File: src/rtl/board_ram_arbiter_pkg.sv
// Shared tetris board constants, requester indices and arbiter state encoding.
package board_ram_arbiter_pkg;

  localparam int BOARD_ADDR_W  = 8;
  localparam int COLOUR_W      = 6;

  localparam int REQ_COLLISION = 0;
  localparam int REQ_ADD       = 1;
  localparam int REQ_DRAW      = 2;
  localparam int REQ_ROWCLR    = 3;

  typedef enum logic [1:0] {
    ST_IDLE  = 2'd0,
    ST_GRANT = 2'd1,
    ST_TURN  = 2'd2
  } arb_state_e;

  function automatic int idx_width(input int n);
    return (n > 1) ? $clog2(n) : 1;
  endfunction

endpackage

File: src/rtl/board_ram_arbiter_rr_pick.sv
// Combinational round-robin selector: one-hot winner plus its index.
module rr_pick
  import board_ram_arbiter_pkg::*;
#(
  parameter int N_REQ = 4,
  parameter int IDX_W = idx_width(N_REQ)
) (
  input  logic [N_REQ-1:0] req,
  input  logic [IDX_W-1:0] last_winner,
  output logic [N_REQ-1:0] winner,
  output logic [IDX_W-1:0] win_idx
);

  logic             found_s;
  logic [IDX_W-1:0] cand_s;

  // Walk the ring starting just after last_winner; first active request wins.
  always_comb begin
    winner  = {N_REQ{1'b0}};
    win_idx = {IDX_W{1'b0}};
    found_s = 1'b0;
    cand_s  = {IDX_W{1'b0}};
    for (int i = 1; i <= N_REQ; i++) begin
      cand_s = IDX_W'((32'(last_winner) + 32'(i)) % 32'(N_REQ));
      if (!found_s && req[cand_s]) begin
        winner[cand_s] = 1'b1;
        win_idx        = cand_s;
        found_s        = 1'b1;
      end else begin
        found_s = found_s;
      end
    end
  end

endmodule

File: src/rtl/board_ram_arbiter.sv
// Round-robin arbiter sharing the single-port board RAM between game engines.
module board_ram_arbiter
  import board_ram_arbiter_pkg::*;
#(
  parameter int         N_REQ    = 4,
  parameter logic [7:0] MAX_HOLD = 8'd200
) (
  input  logic                             clk,
  input  logic                             reset_n,
  input  logic [N_REQ-1:0]                 req,
  input  logic [BOARD_ADDR_W*N_REQ-1:0]    addr_i,
  input  logic [COLOUR_W*N_REQ-1:0]        wdata_i,
  input  logic [N_REQ-1:0]                 wren_i,
  output logic [N_REQ-1:0]                 gnt,
  output logic [N_REQ-1:0]                 rvalid,
  output logic [COLOUR_W-1:0]              rdata,
  output logic                             busy,
  output logic [BOARD_ADDR_W-1:0]          ram_addr,
  output logic [COLOUR_W-1:0]              ram_data,
  output logic                             ram_wren,
  input  logic [COLOUR_W-1:0]              ram_q
);

  localparam int               IDX_W    = idx_width(N_REQ);
  localparam logic [IDX_W-1:0] LAST_RST = IDX_W'(N_REQ - 1);

  arb_state_e       state_r;
  logic [7:0]       hold_cnt_r;
  logic [IDX_W-1:0] last_winner_r;
  logic [IDX_W-1:0] gnt_idx_r;
  logic [N_REQ-1:0] winner_s;
  logic [IDX_W-1:0] win_idx_s;
  logic [N_REQ-1:0] sel_s;

  rr_pick #(
    .N_REQ (N_REQ),
    .IDX_W (IDX_W)
  ) u_rr_pick (
    .req         (req),
    .last_winner (last_winner_r),
    .winner      (winner_s),
    .win_idx     (win_idx_s)
  );

  // Arbitration FSM; leaving TURN re-arbitrates at once so the gap is one cycle.
  always_ff @(posedge clk or negedge reset_n) begin
    if (!reset_n) begin
      state_r       <= ST_IDLE;
      gnt           <= {N_REQ{1'b0}};
      busy          <= 1'b0;
      hold_cnt_r    <= 8'd0;
      last_winner_r <= LAST_RST;
      gnt_idx_r     <= {IDX_W{1'b0}};
    end else begin
      case (state_r)
        ST_IDLE, ST_TURN: begin
          if (|req) begin
            state_r       <= ST_GRANT;
            gnt           <= winner_s;
            busy          <= 1'b1;
            hold_cnt_r    <= 8'd0;
            last_winner_r <= win_idx_s;
            gnt_idx_r     <= win_idx_s;
          end else begin
            state_r <= ST_IDLE;
          end
        end
        ST_GRANT: begin
          if (!req[gnt_idx_r] || (hold_cnt_r == MAX_HOLD - 8'd1)) begin
            state_r <= ST_TURN;
            gnt     <= {N_REQ{1'b0}};
            busy    <= 1'b0;
          end else begin
            hold_cnt_r <= hold_cnt_r + 8'd1;
          end
        end
        default: begin
          state_r <= ST_IDLE;
          gnt     <= {N_REQ{1'b0}};
          busy    <= 1'b0;
        end
      endcase
    end
  end

  // Read data arrives one cycle after a granted read, matching the RAM latency.
  always_ff @(posedge clk or negedge reset_n) begin
    if (!reset_n) begin
      rvalid <= {N_REQ{1'b0}};
    end else begin
      rvalid <= gnt & req & ~wren_i;
    end
  end

  assign sel_s = (state_r == ST_GRANT) ? gnt : {N_REQ{1'b0}};
  assign rdata = ram_q;

  // One-hot AND-OR mux of the granted requester onto the RAM port.
  always_comb begin
    ram_addr = {BOARD_ADDR_W{1'b0}};
    ram_data = {COLOUR_W{1'b0}};
    ram_wren = 1'b0;
    for (int k = 0; k < N_REQ; k++) begin
      ram_addr = ram_addr | ({BOARD_ADDR_W{sel_s[k]}} & addr_i[k*BOARD_ADDR_W +: BOARD_ADDR_W]);
      ram_data = ram_data | ({COLOUR_W{sel_s[k]}} & wdata_i[k*COLOUR_W +: COLOUR_W]);
      ram_wren = ram_wren | (sel_s[k] & req[k] & wren_i[k]);
    end
  end

endmodule

File: config.mk
export PLATFORM = sky130hd
export DESIGN_NAME = board_ram_arbiter
export DESIGN_NICKNAME = d
export VERILOG_FILES = /design/src/rtl/board_ram_arbiter_pkg.sv /design/src/rtl/board_ram_arbiter_rr_pick.sv /design/src/rtl/board_ram_arbiter.sv
export SDC_FILE = /design/constraint.sdc
export NUM_CORES = 1
export LEC_CHECK = 0
export BUFFER_PORTS_ARGS = -buffer_cell sky130_fd_sc_hd__buf_2
export CORE_ASPECT_RATIO = 1.2
export CORE_UTILIZATION = 25
export DETAILED_ROUTE_END_ITERATION = 8
export PLACE_DENSITY = 0.58
export SKIP_LAST_GASP = 1
export SLEW_MARGIN = 30
export SYNTH_ARGS = -nofsm -noshare
export SYNTH_HDL_FRONTEND = slang
export SYNTH_HIERARCHICAL = 1
export SYNTH_SLANG_ARGS = --single-unit
File: constraint.sdc
create_clock -name clk -period 3.1 [get_ports clk]
set_input_delay 0.31 -clock clk [delete_from_list [all_inputs] [get_ports clk]]
set_output_delay 0.31 -clock clk [all_outputs]
set_load 0.005 [all_outputs]
* Word-level counts from Yosys, hierarchy flattened
Cells that the tools add are included.
** Word-level totals
- Flip-flop bits (word level) :: 23
- Input bits :: 72
- Output and inout port bits :: 30
- Logic and storage cells :: 119
** Cells by class
- Add/subtract/negate cells :: 5
- Magnitude comparators :: 9
- Equal/unequal tests :: 6
- Multiplexer cells :: 42
- Bitwise logic cells :: 31
- Reductions and logical operators :: 19
** Operators by type and width (count)
- $and 8x8->8 :: 4
- $mux 4 :: 7
- $and 6x6->6 :: 4
- $or 8x8->8 :: 3
- $or 6x6->6 :: 3
- $mux 8 :: 2
- $pmux 8 s2 :: 1
- $lt 2x3->1 const B :: 5
- $mux 1 :: 15
- $or 4x4->4 :: 3
- $bmux 1 s2 :: 5
- $mux 2 :: 5
- $add 8x1->8 const B :: 1
- $and 1x1->1 :: 8
- $and 4x4->4 :: 2
- $demux 1 s2 :: 4
- $eq 8x8->1 const B :: 1
- $ge 2x1->1 const B :: 4
- $pmux 4 s2 :: 1
- $logic_and 1x1->1 :: 7
- $ne 2x2->1 const B :: 3
- $add 2x1->2 const B :: 2
- $add 2x2->2 const B :: 2
- $logic_not 1->1 :: 4
- other kinds (13) :: 16

* Logic depth before layout (Yosys ltp)
Gate-level depths: netlist (run 1).
- Depth in word-level cells :: 15
- Gate-level depth with buffers :: 10
- Gate-level depth less buffers :: 8

* By module
The synthesis (run 1) kept the hierarchy.
** Modules (own cells, without submodules)
- board_ram_arbiter :: instances 1, cells an instance 160, area an instance 1483.9 µm², seq. area each 578.1 µm²
- rr_pick :: instances 1, cells an instance 68, area an instance 545.5 µm², seq. area each 0.0 µm²

* Least setup slack after synthesis (run 1)
Ideal clock, no wire load.
- Path kind :: register to register
- Start point :: register last_winner_r[0]
- End point :: register gnt[0]
- Library setup time :: 123 ps
- Arrival time :: 2287 ps
- Data required time :: 2977 ps
- Path slack :: 691 ps
- Cell stages (with the launch flop) :: 11
- Path buffers :: 2
- Clock period less this slack :: 2409 ps
- Cell sequence :: dfstp_2 buf_4 inv_1 ha_1 buf_4 mux4_2 nand2_1 o21ai_0 a221o_2 mux2i_1 o2bb2ai_1
** On the way
- Longest elaborated chain between the ends :: 15
- Elaborated cells on any way between the ends :: 50
- Those cells by class :: add/sub: 4; order compare: 8; mux: 25; bitwise: 3; reduce/logical: 10
** Ends and longest elaborated chain
- start, declared :: RTL line board_ram_arbiter.sv:29 : logic [IDX_W-1:0] last_winner_r;
- start signal, assigned :: RTL line board_ram_arbiter.sv:62 : last_winner_r <= win_idx_s;
- branches (longest 12 deep; another with $lt 2x3->1)
- $mux 4 * :: RTL line board_ram_arbiter_rr_pick.sv:25 : if (!found_s && req[cand_s]) begin
- named net winner_s[0] :: RTL line board_ram_arbiter.sv:31 : logic [N_REQ-1:0] winner_s;
- $mux 4 * :: RTL line board_ram_arbiter.sv:57 : if (|req) begin
- $pmux 4 s2 * :: RTL line board_ram_arbiter.sv:55 : case (state_r)
- end signal, assigned :: RTL line board_ram_arbiter.sv:49 : gnt <= {N_REQ{1'b0}};
- end signal, assigned :: RTL line board_ram_arbiter.sv:59 : gnt <= winner_s;
- end signal, assigned :: RTL line board_ram_arbiter.sv:71 : gnt <= {N_REQ{1'b0}};
- end, declared :: RTL line board_ram_arbiter.sv:14 : output logic [N_REQ-1:0] gnt,
Mark *: on every way through the listed nets, which the timed path passes. The select of a mux whose other input is x is not followed.
A chain may end at the register's enable or synchronous reset.

* Worst setup path in the final report (run 1)
- Start point :: register last_winner_r[0]
- End point :: register gnt[3]
Same word-level chain as after synthesis.

==> results of run 1 <==
## cell usage in the layout, fill, tap and decap left out, types with 2 or more instances in the layout
master      n
and2_1      2
o211ai_1    2
nor2b_1     5
a21oi_1     2
nand2_1    44
inv_1       5
o2bb2ai_1   4
and2_0      2
mux4_2      3
clkbuf_8    3
mux2i_1     8
nor2_1      8
o311ai_1    2
a221o_2     4
dfrtp_1    21
o41ai_1     2
dfstp_2     2
a22oi_1    31
o21ai_2     2
nand4_1     2
a21o_1      2
nor3_1      3
a22o_1      2
ha_1        9
o21ai_0     7
nand3_1     6
buf_2      89
## worst max-delay path, stage by stage (launching register included)
cell and delay, ns:
dfstp_2 0.76, inv_1 0.19, ha_1 0.51, mux4_2 0.43, nand2_1 0.10, o21ai_0 0.09
a221o_2 0.30, mux2i_1 0.12, o2bb2ai_1 0.08
## layout make-up
cell class / instances / area [sq um] / area share
repair buffers: 89 / 445 / 0.180
inverters: 5 / 18.8 / 0.00758
flip-flops and latches: 23 / 578 / 0.233
multi-input cells: 178 / 1270 / 0.514
well taps: 92 / 115 / 0.0465
clock inverters: 1 / 5.00 / 0.00202
clock buffers: 3 / 41.3 / 0.0167
## per-stage QoR
step,instances,power [mW],setup WS [ns],cell area (sq um),util
2_1_floorplan,228,1.24,0.691,2030,-
4_1_cts,391,1.66,0.407,2480,0.319
3_3_place_gp,387,1.46,0.515,2430,0.313
5_1_grt,391,1.80,0.198,2480,0.319
6_report,391,1.65,0.393,2480,0.319
3_5_place_dp,387,1.47,0.427,2430,0.313
## registers in the layout (all words and copies together) (netlist names)
signal / flops
gnt: 4
rvalid: 4
state_r: 2
last_winner_r: 2
hold_cnt_r: 8
gnt_idx_r: 2
busy: 1
## final timing paths
check / from / to / slack, ns / cells past startpoint
max: last_winner_r[0] / gnt[3] / 0.39 / 8
min: reset_n / hold_cnt_r[6] / -0.001 / 1
max reg2reg: last_winner_r[0] / gnt[3] / 0.39 / 8
min reg2reg: gnt_idx_r[1] / gnt_idx_r[1] / 0.49 / 2
max in group asynchronous: reset_n / last_winner_r[0] / 2.74 / 1
min in group clk: wren_i[2] / rvalid[2] / 0.20 / 2
## report_power, final
part | switching, mW | internal, mW
Sequential | 0.117 | 0.384
Combinational | 0.524 | 0.442
Clock | 0.0968 | 0.0896
## cell families (layout without fill, tap and decap cells)
kind of cell / after synthesis / in the layout / share of synthesized area
fa+ha+maj: 9 / 9 / 0.0555
simple gates: 89 / 89 / 0.227
buf+inv: 27 / 98 / 0.0882
mux: 12 / 12 / 0.0783
compound gates: 68 / 68 / 0.266
flops: 23 / 23 / 0.285
## metal layers
metal / wire [um] / up-vias / part of all wire
met4: 181 / 0 / 0.031
met3: 441 / 14 / 0.075
met1: 2240 / 967 / 0.38
met5: 0 / - / 0
met2: 2980 / 105 / 0.51
li1: - / 989 / -
==> impl_metrics.prom, run 1 <==
# TYPE chip_impl_metric gauge
chip_impl_metric{name="post-route-drc-count",unit=""} 39
chip_impl_metric{name="grt_use_total",unit=""} 0.134
chip_impl_metric{name="n_fill_cell",unit=""} 813
chip_impl_metric{name="clock_tree.buffer_depth",unit=""} 2
chip_impl_metric{name="insertion_delay_to_the_later_sink_of_the_worst_skew_pair",unit="ns"} 0.26
chip_impl_metric{name="antenna_cells_inserted",unit=""} 0
chip_impl_metric{name="post_cts.resized_instances",unit=""} 0
chip_impl_info{name="synth.largest_area_cell",value="dfrtp_1"} 1
chip_impl_metric{name="fin_nets",unit=""} 381
chip_impl_metric{name="total_leakage_power",unit="nW"} 1.20
chip_impl_metric{name="final_hold_viol_count",unit=""} 2
chip_impl_metric{name="grt.overflow.total",unit=""} 0
chip_impl_metric{name="global_route_wire_length_before_repair",unit="mm"} 9.20
chip_impl_metric{name="met2_usage",unit=""} 0.263
chip_impl_metric{name="wl_per_cell",unit="um"} 14.9
chip_impl_info{name="startpoint_type",value="flip-flop"} 1
chip_impl_metric{name="core_area",unit="sq um"} 7750
chip_impl_info{name="criticalPathCategory",value="flip-flop to flip-flop"} 1
chip_impl_info{name="synth.top_cells.by_count",value="44 x nand2_1, 31 x a22oi_1, 21 x dfrtp_1"} 1
chip_impl_metric{name="ys_warn_count",unit=""} 6
chip_impl_metric{name="library_cells_used_by_synthesis",unit=""} 56
chip_impl_metric{name="maxSlewViolCount",unit=""} 0
chip_impl_metric{name="place.detailed.hpwl",unit="mm"} 4.55
chip_impl_metric{name="finalCriticalPeriod",unit="ns"} 2.71
chip_impl_metric{name="std_cell_rows",unit=""} 35
chip_impl_metric{name="cp_max_fo",unit=""} 20
chip_impl_metric{name="ioPinCount",unit=""} 102
chip_impl_metric{name="detailedRoute.firstPassIterationCount",unit=""} 7
chip_impl_metric{name="floorplan.die.height",unit="um"} 101
chip_impl_metric{name="yosys_register_bits",unit=""} 23
chip_impl_metric{name="drt_first_iter_violations",unit=""} 119
chip_impl_metric{name="htree_levels",unit=""} 1
chip_impl_metric{name="worst_slew_margin_rel",unit=""} 0.463
chip_impl_metric{name="via_per_inst",unit=""} 5.31
chip_impl_metric{name="floorplan.die_area",unit="sq um"} 8480
chip_impl_metric{name="clock.fmax",unit="GHz"} 0.369
chip_impl_metric{name="cts_setup_buffers",unit=""} 0
chip_impl_info{name="cts_tree",value="done"} 1
chip_impl_metric{name="cts_sinks",unit=""} 23
chip_impl_metric{name="finalClockSkew",unit="ns"} 0.00638
chip_impl_metric{name="detail-route-antenna-nets",unit=""} 0
chip_impl_metric{name="vdd.ir_drop.worst",unit="uV"} 228
chip_impl_info{name="status",value="finished with violations"} 1
chip_impl_metric{name="critical_path_arrival",unit="ns"} 2.85
chip_impl_metric{name="power_per_cell_area",unit="nW/um^2"} 668
chip_impl_info{name="most_frequent_cell_after_synthesis",value="nand2_1"} 1
chip_impl_metric{name="fin_worst_hold_slack",unit="ns"} -0.00119
chip_impl_metric{name="worst-slew-pin-transition",unit="ns"} 0.805
chip_impl_metric{name="route.final.wire_length",unit="mm"} 5.84
chip_impl_metric{name="cts-hold-fix-buffers",unit=""} 0
chip_impl_metric{name="synthesis.area",unit="sq um"} 2030
chip_impl_metric{name="setup_viol_count_final",unit=""} 0
chip_impl_metric{name="port-buffer-count",unit=""} 89
chip_impl_metric{name="final_layout_size_suffix_gt1_frac",unit=""} 0.385
chip_impl_metric{name="post_synthesis_area_per_instance",unit="sq um"} 8.90
chip_impl_metric{name="total_clock_buffers_created_by_cts",unit=""} 3
chip_impl_metric{name="final_min_period_over_clock_period",unit=""} 0.873
chip_impl_info{name="failed_checks",value="design-rule violations, negative hold slack"} 1
chip_impl_metric{name="maxCapViolations",unit=""} 0
chip_impl_metric{name="synth.yosys.seq_area_share",unit=""} 0.285
chip_impl_metric{name="groute.layer.met1.usage",unit=""} 0.140
chip_impl_metric{name="number_of_flops_mapped_to_enable_cells_by_yosys",unit=""} 0
chip_impl_metric{name="groute.layer.met3.usage",unit=""} 0.0180
chip_impl_metric{name="setup_total_negative_slack",unit="ns"} 0
chip_impl_info{name="class_of_the_tightest_hold_or_removal_check",value="input pin to asynchronous set/reset pin"} 1
chip_impl_metric{name="pin_count_of_the_biggest_net_entering_global_routing",unit=""} 24
chip_impl_metric{name="syn_to_final_growth",unit="%"} 22.0
chip_impl_metric{name="synthesis.instances",unit=""} 228
chip_impl_metric{name="required",unit="ns"} 3.24
chip_impl_metric{name="asyncSetResetFlopFracSynth",unit=""} 1.00
chip_impl_metric{name="number_of_global_route_vias_before_repair",unit=""} 1969
chip_impl_info{name="unrepaired_setup_endpoints_after_global_routing",value="false"} 1
chip_impl_metric{name="synth_nets",unit=""} 309
chip_impl_metric{name="gp_congestion",unit=""} 0.864
chip_impl_info{name="post_synth_main_area_contributors",value="dfrtp_1 26%, a22oi_1 11%, nand2_1 8.1%"} 1
chip_impl_metric{name="via_count",unit=""} 2075
chip_impl_info{name="grt-busiest-layer",value="met2"} 1
chip_impl_metric{name="synth_top_area_frac",unit=""} 0.259
chip_impl_info{name="yosys_most_used_dff",value="dfrtp_1"} 1
chip_impl_metric{name="path_clk_slew",unit="ns"} 0.09
chip_impl_info{name="clockRootBuffer",value="clkbuf_8"} 1
chip_impl_metric{name="initial_antenna_violation_count",unit=""} 0
chip_impl_metric{name="die_w",unit="um"} 84.3
chip_impl_metric{name="initial_utilization",unit=""} 0.262
chip_impl_info{name="timing.critical_path.to_type",value="flip-flop"} 1
No activity file was read; power rests on OpenSTA's default activity.
==> run 2: changes to the inputs <==
--- a/config.mk
+++ b/config.mk
@@ -5,11 +5,11 @@
 export SDC_FILE = /design/constraint.sdc
 export NUM_CORES = 1
 export LEC_CHECK = 0
+export ABC_AREA = 0
 export BUFFER_PORTS_ARGS = -buffer_cell sky130_fd_sc_hd__buf_2
 export CORE_ASPECT_RATIO = 1.2
 export CORE_UTILIZATION = 25
 export DETAILED_ROUTE_END_ITERATION = 8
-export PLACE_DENSITY = 0.58
 export SKIP_LAST_GASP = 1
 export SLEW_MARGIN = 30
 export SYNTH_ARGS = -nofsm -noshare
==> impl_metrics.prom, run 2 (same netlist as run 1, synthesis figures left out) <==
# TYPE chip_impl_metric gauge
chip_impl_info{name="r2r_end",value="gnt[1]"} 1
chip_impl_metric{name="vdd.ir_drop.worst",unit="uV"} 171
chip_impl_metric{name="port-buffer-count",unit=""} 89
chip_impl_info{name="criticalPathCategory",value="flip-flop to flip-flop"} 1
chip_impl_metric{name="pin_count_of_the_biggest_net_entering_global_routing",unit=""} 24
chip_impl_metric{name="depth_of_the_most_critical_reg_to_reg_path",unit=""} 8
chip_impl_info{name="failed_checks",value="design-rule violations"} 1
chip_impl_metric{name="die_w",unit="um"} 84.3
chip_impl_metric{name="global_route_wire_length_before_repair",unit="mm"} 9.14
chip_impl_metric{name="finalClockSkew",unit="ns"} 0.00132
chip_impl_metric{name="worst_slew_margin_rel",unit=""} 0.472
chip_impl_metric{name="finalCriticalPeriod",unit="ns"} 2.57
chip_impl_metric{name="initial_antenna_violation_count",unit=""} 0
chip_impl_metric{name="total_leakage_power",unit="nW"} 1.20
chip_impl_info{name="timing.critical_path.to_type",value="flip-flop"} 1
chip_impl_metric{name="setup_total_negative_slack",unit="ns"} 0
chip_impl_metric{name="via_per_inst",unit=""} 5.23
chip_impl_metric{name="post-route-drc-count",unit=""} 36
chip_impl_metric{name="maxSlewViolCount",unit=""} 0
chip_impl_metric{name="drt_first_iter_violations",unit=""} 111
chip_impl_metric{name="gp_congestion",unit=""} 0.831
chip_impl_metric{name="worst_slack",unit="ns"} 0.531
chip_impl_info{name="cp_cell_sequence",value="inv_1, ha_1, mux4_2, nand2_1, o21ai_0, a221o_2, mux2i_1, o2bb2ai_1"} 1
chip_impl_metric{name="setup_viol_count_final",unit=""} 0
chip_impl_metric{name="detail-route-antenna-nets",unit=""} 0
chip_impl_metric{name="critical_path_arrival",unit="ns"} 2.71
chip_impl_metric{name="power_per_cell_area",unit="nW/um^2"} 670
chip_impl_metric{name="worstPathBufferInverterCount",unit=""} 1
chip_impl_metric{name="maxCapViolations",unit=""} 0
chip_impl_metric{name="cp_max_fo",unit=""} 12
chip_impl_metric{name="floorplan.die_area",unit="sq um"} 8480
chip_impl_metric{name="route.final.wire_length",unit="mm"} 5.67
chip_impl_metric{name="layout.core_utilization",unit=""} 0.320
chip_impl_metric{name="path_clk_slew",unit="ns"} 0.08
chip_impl_info{name="clockRootBuffer",value="clkbuf_8"} 1
chip_impl_info{name="critPathTopFamily",value="flip-flops"} 1
chip_impl_metric{name="floorplan.die.height",unit="um"} 101
chip_impl_metric{name="final_cells",unit=""} 392
chip_impl_metric{name="ioPinCount",unit=""} 102
chip_impl_info{name="status",value="finished with violations"} 1
chip_impl_metric{name="fin_nets",unit=""} 382
chip_impl_metric{name="final_layout_size_suffix_gt1_frac",unit=""} 0.383
chip_impl_metric{name="wl_per_cell",unit="um"} 14.5
chip_impl_metric{name="clock.fmax",unit="GHz"} 0.389
chip_impl_info{name="largest-register",value="hold_cnt_r"} 1
chip_impl_metric{name="required",unit="ns"} 3.25
chip_impl_metric{name="largest_register_ff_count",unit=""} 8
chip_impl_metric{name="dp.cells",unit=""} 388
chip_impl_info{name="startpoint_type",value="flip-flop"} 1
chip_impl_metric{name="timing.reg2reg.setup_slack",unit="ns"} 0.53
chip_impl_info{name="unrepaired_setup_endpoints_after_global_routing",value="false"} 1
chip_impl_metric{name="htree_levels",unit=""} 1
chip_impl_metric{name="final_area",unit="sq um"} 2480
chip_impl_metric{name="detailedRoute.firstPassIterationCount",unit=""} 7
chip_impl_metric{name="grt_use_total",unit=""} 0.133
chip_impl_metric{name="cts_setup_buffers",unit=""} 0
chip_impl_metric{name="initial_utilization",unit=""} 0.262
chip_impl_metric{name="grt.overflow.total",unit=""} 0
chip_impl_info{name="class_of_the_tightest_hold_or_removal_check",value="input pin to asynchronous set/reset pin"} 1
chip_impl_metric{name="clock_tree.buffer_depth",unit=""} 2
chip_impl_metric{name="syn_to_final_growth",unit="%"} 22.3
chip_impl_metric{name="via_count",unit=""} 2050
chip_impl_metric{name="detailed_place.area",unit="sq um"} 2440
chip_impl_metric{name="dp_worst_setup_slack",unit="ns"} 0.561
chip_impl_metric{name="cts-hold-fix-buffers",unit=""} 0
chip_impl_metric{name="final_hold_viol_count",unit=""} 0
chip_impl_metric{name="post_cts.resized_instances",unit=""} 0
chip_impl_info{name="critical_path_cell_with_the_highest_stage_delay",value="dfstp_2"} 1
chip_impl_metric{name="final_min_period_over_clock_period",unit=""} 0.829
chip_impl_metric{name="place.detailed.hpwl",unit="mm"} 4.46
chip_impl_metric{name="insertion_delay_to_the_later_sink_of_the_worst_skew_pair",unit="ns"} 0.26
chip_impl_metric{name="number_of_global_route_vias_before_repair",unit=""} 1983
chip_impl_metric{name="fin_worst_hold_slack",unit="ns"} 0.0201
chip_impl_metric{name="antenna_cells_inserted",unit=""} 0
chip_impl_metric{name="worst-slew-pin-transition",unit="ns"} 0.791
chip_impl_info{name="reg.largest.list",value="hold_cnt_r: 8 flops, gnt: 4 flops, rvalid: 4 flops"} 1
chip_impl_metric{name="critPathMaxStageDelay",unit="ns"} 0.65
chip_impl_info{name="final_cell_mix",value="89 x buf_2, 44 x nand2_1, 31 x a22oi_1"} 1
chip_impl_metric{name="cts_sinks",unit=""} 23
chip_impl_info{name="worstReg2RegStart",value="last_winner_r[1]"} 1
chip_impl_metric{name="total_clock_buffers_created_by_cts",unit=""} 3
chip_impl_metric{name="core_area",unit="sq um"} 7750
chip_impl_metric{name="finalPower",unit="mW"} 1.66
chip_impl_info{name="mostFrequentLayoutCell",value="buf_2"} 1
chip_impl_metric{name="std_cell_rows",unit=""} 35
chip_impl_info{name="cts_tree",value="done"} 1
## run 2: worst max-delay path by stage
stage / startpoint / to / slack [ns] / depth (start not counted)
2_1_floorplan: last_winner_r[0] / gnt[0] / 0.69 / 10
3_3_place_gp: last_winner_r[1] / gnt[1] / 0.63 / 8
3_5_place_dp: last_winner_r[1] / gnt[1] / 0.56 / 8
4_1_cts: last_winner_r[1] / gnt[1] / 0.55 / 8
5_1_grt: last_winner_r[1] / gnt[1] / 0.34 / 8
6_report: last_winner_r[1] / gnt[1] / 0.53 / 8
## run 2: area by class of cell
cell class / count / area, sq um
multi-input combinational: 178 / 1270
timing repair buffer: 90 / 453
inverter: 5 / 18.8
sequential: 23 / 578
fill: 823 / 5270
tap: 92 / 115
clock buffer: 4 / 45.0
## run 2: per-layer routing
layer	GRT usage	vias up	wire length, um
li1	-	997	-
met1	0.137	955	2260
met2	0.271	92	2880
met3	0.0221	6	460
met4	0.0385	0	70
met5	0	-	0
## run 2: where the power goes
group | total, mW | internal, mW | switching, mW | leakage, nW
clock network | 0.186 | 0.0916 | 0.0944 | 0.0228
logic | 1.01 | 0.450 | 0.562 | 0.880
registers | 0.467 | 0.383 | 0.0840 | 0.301
total | 1.66 | 0.924 | 0.740 | 1.20
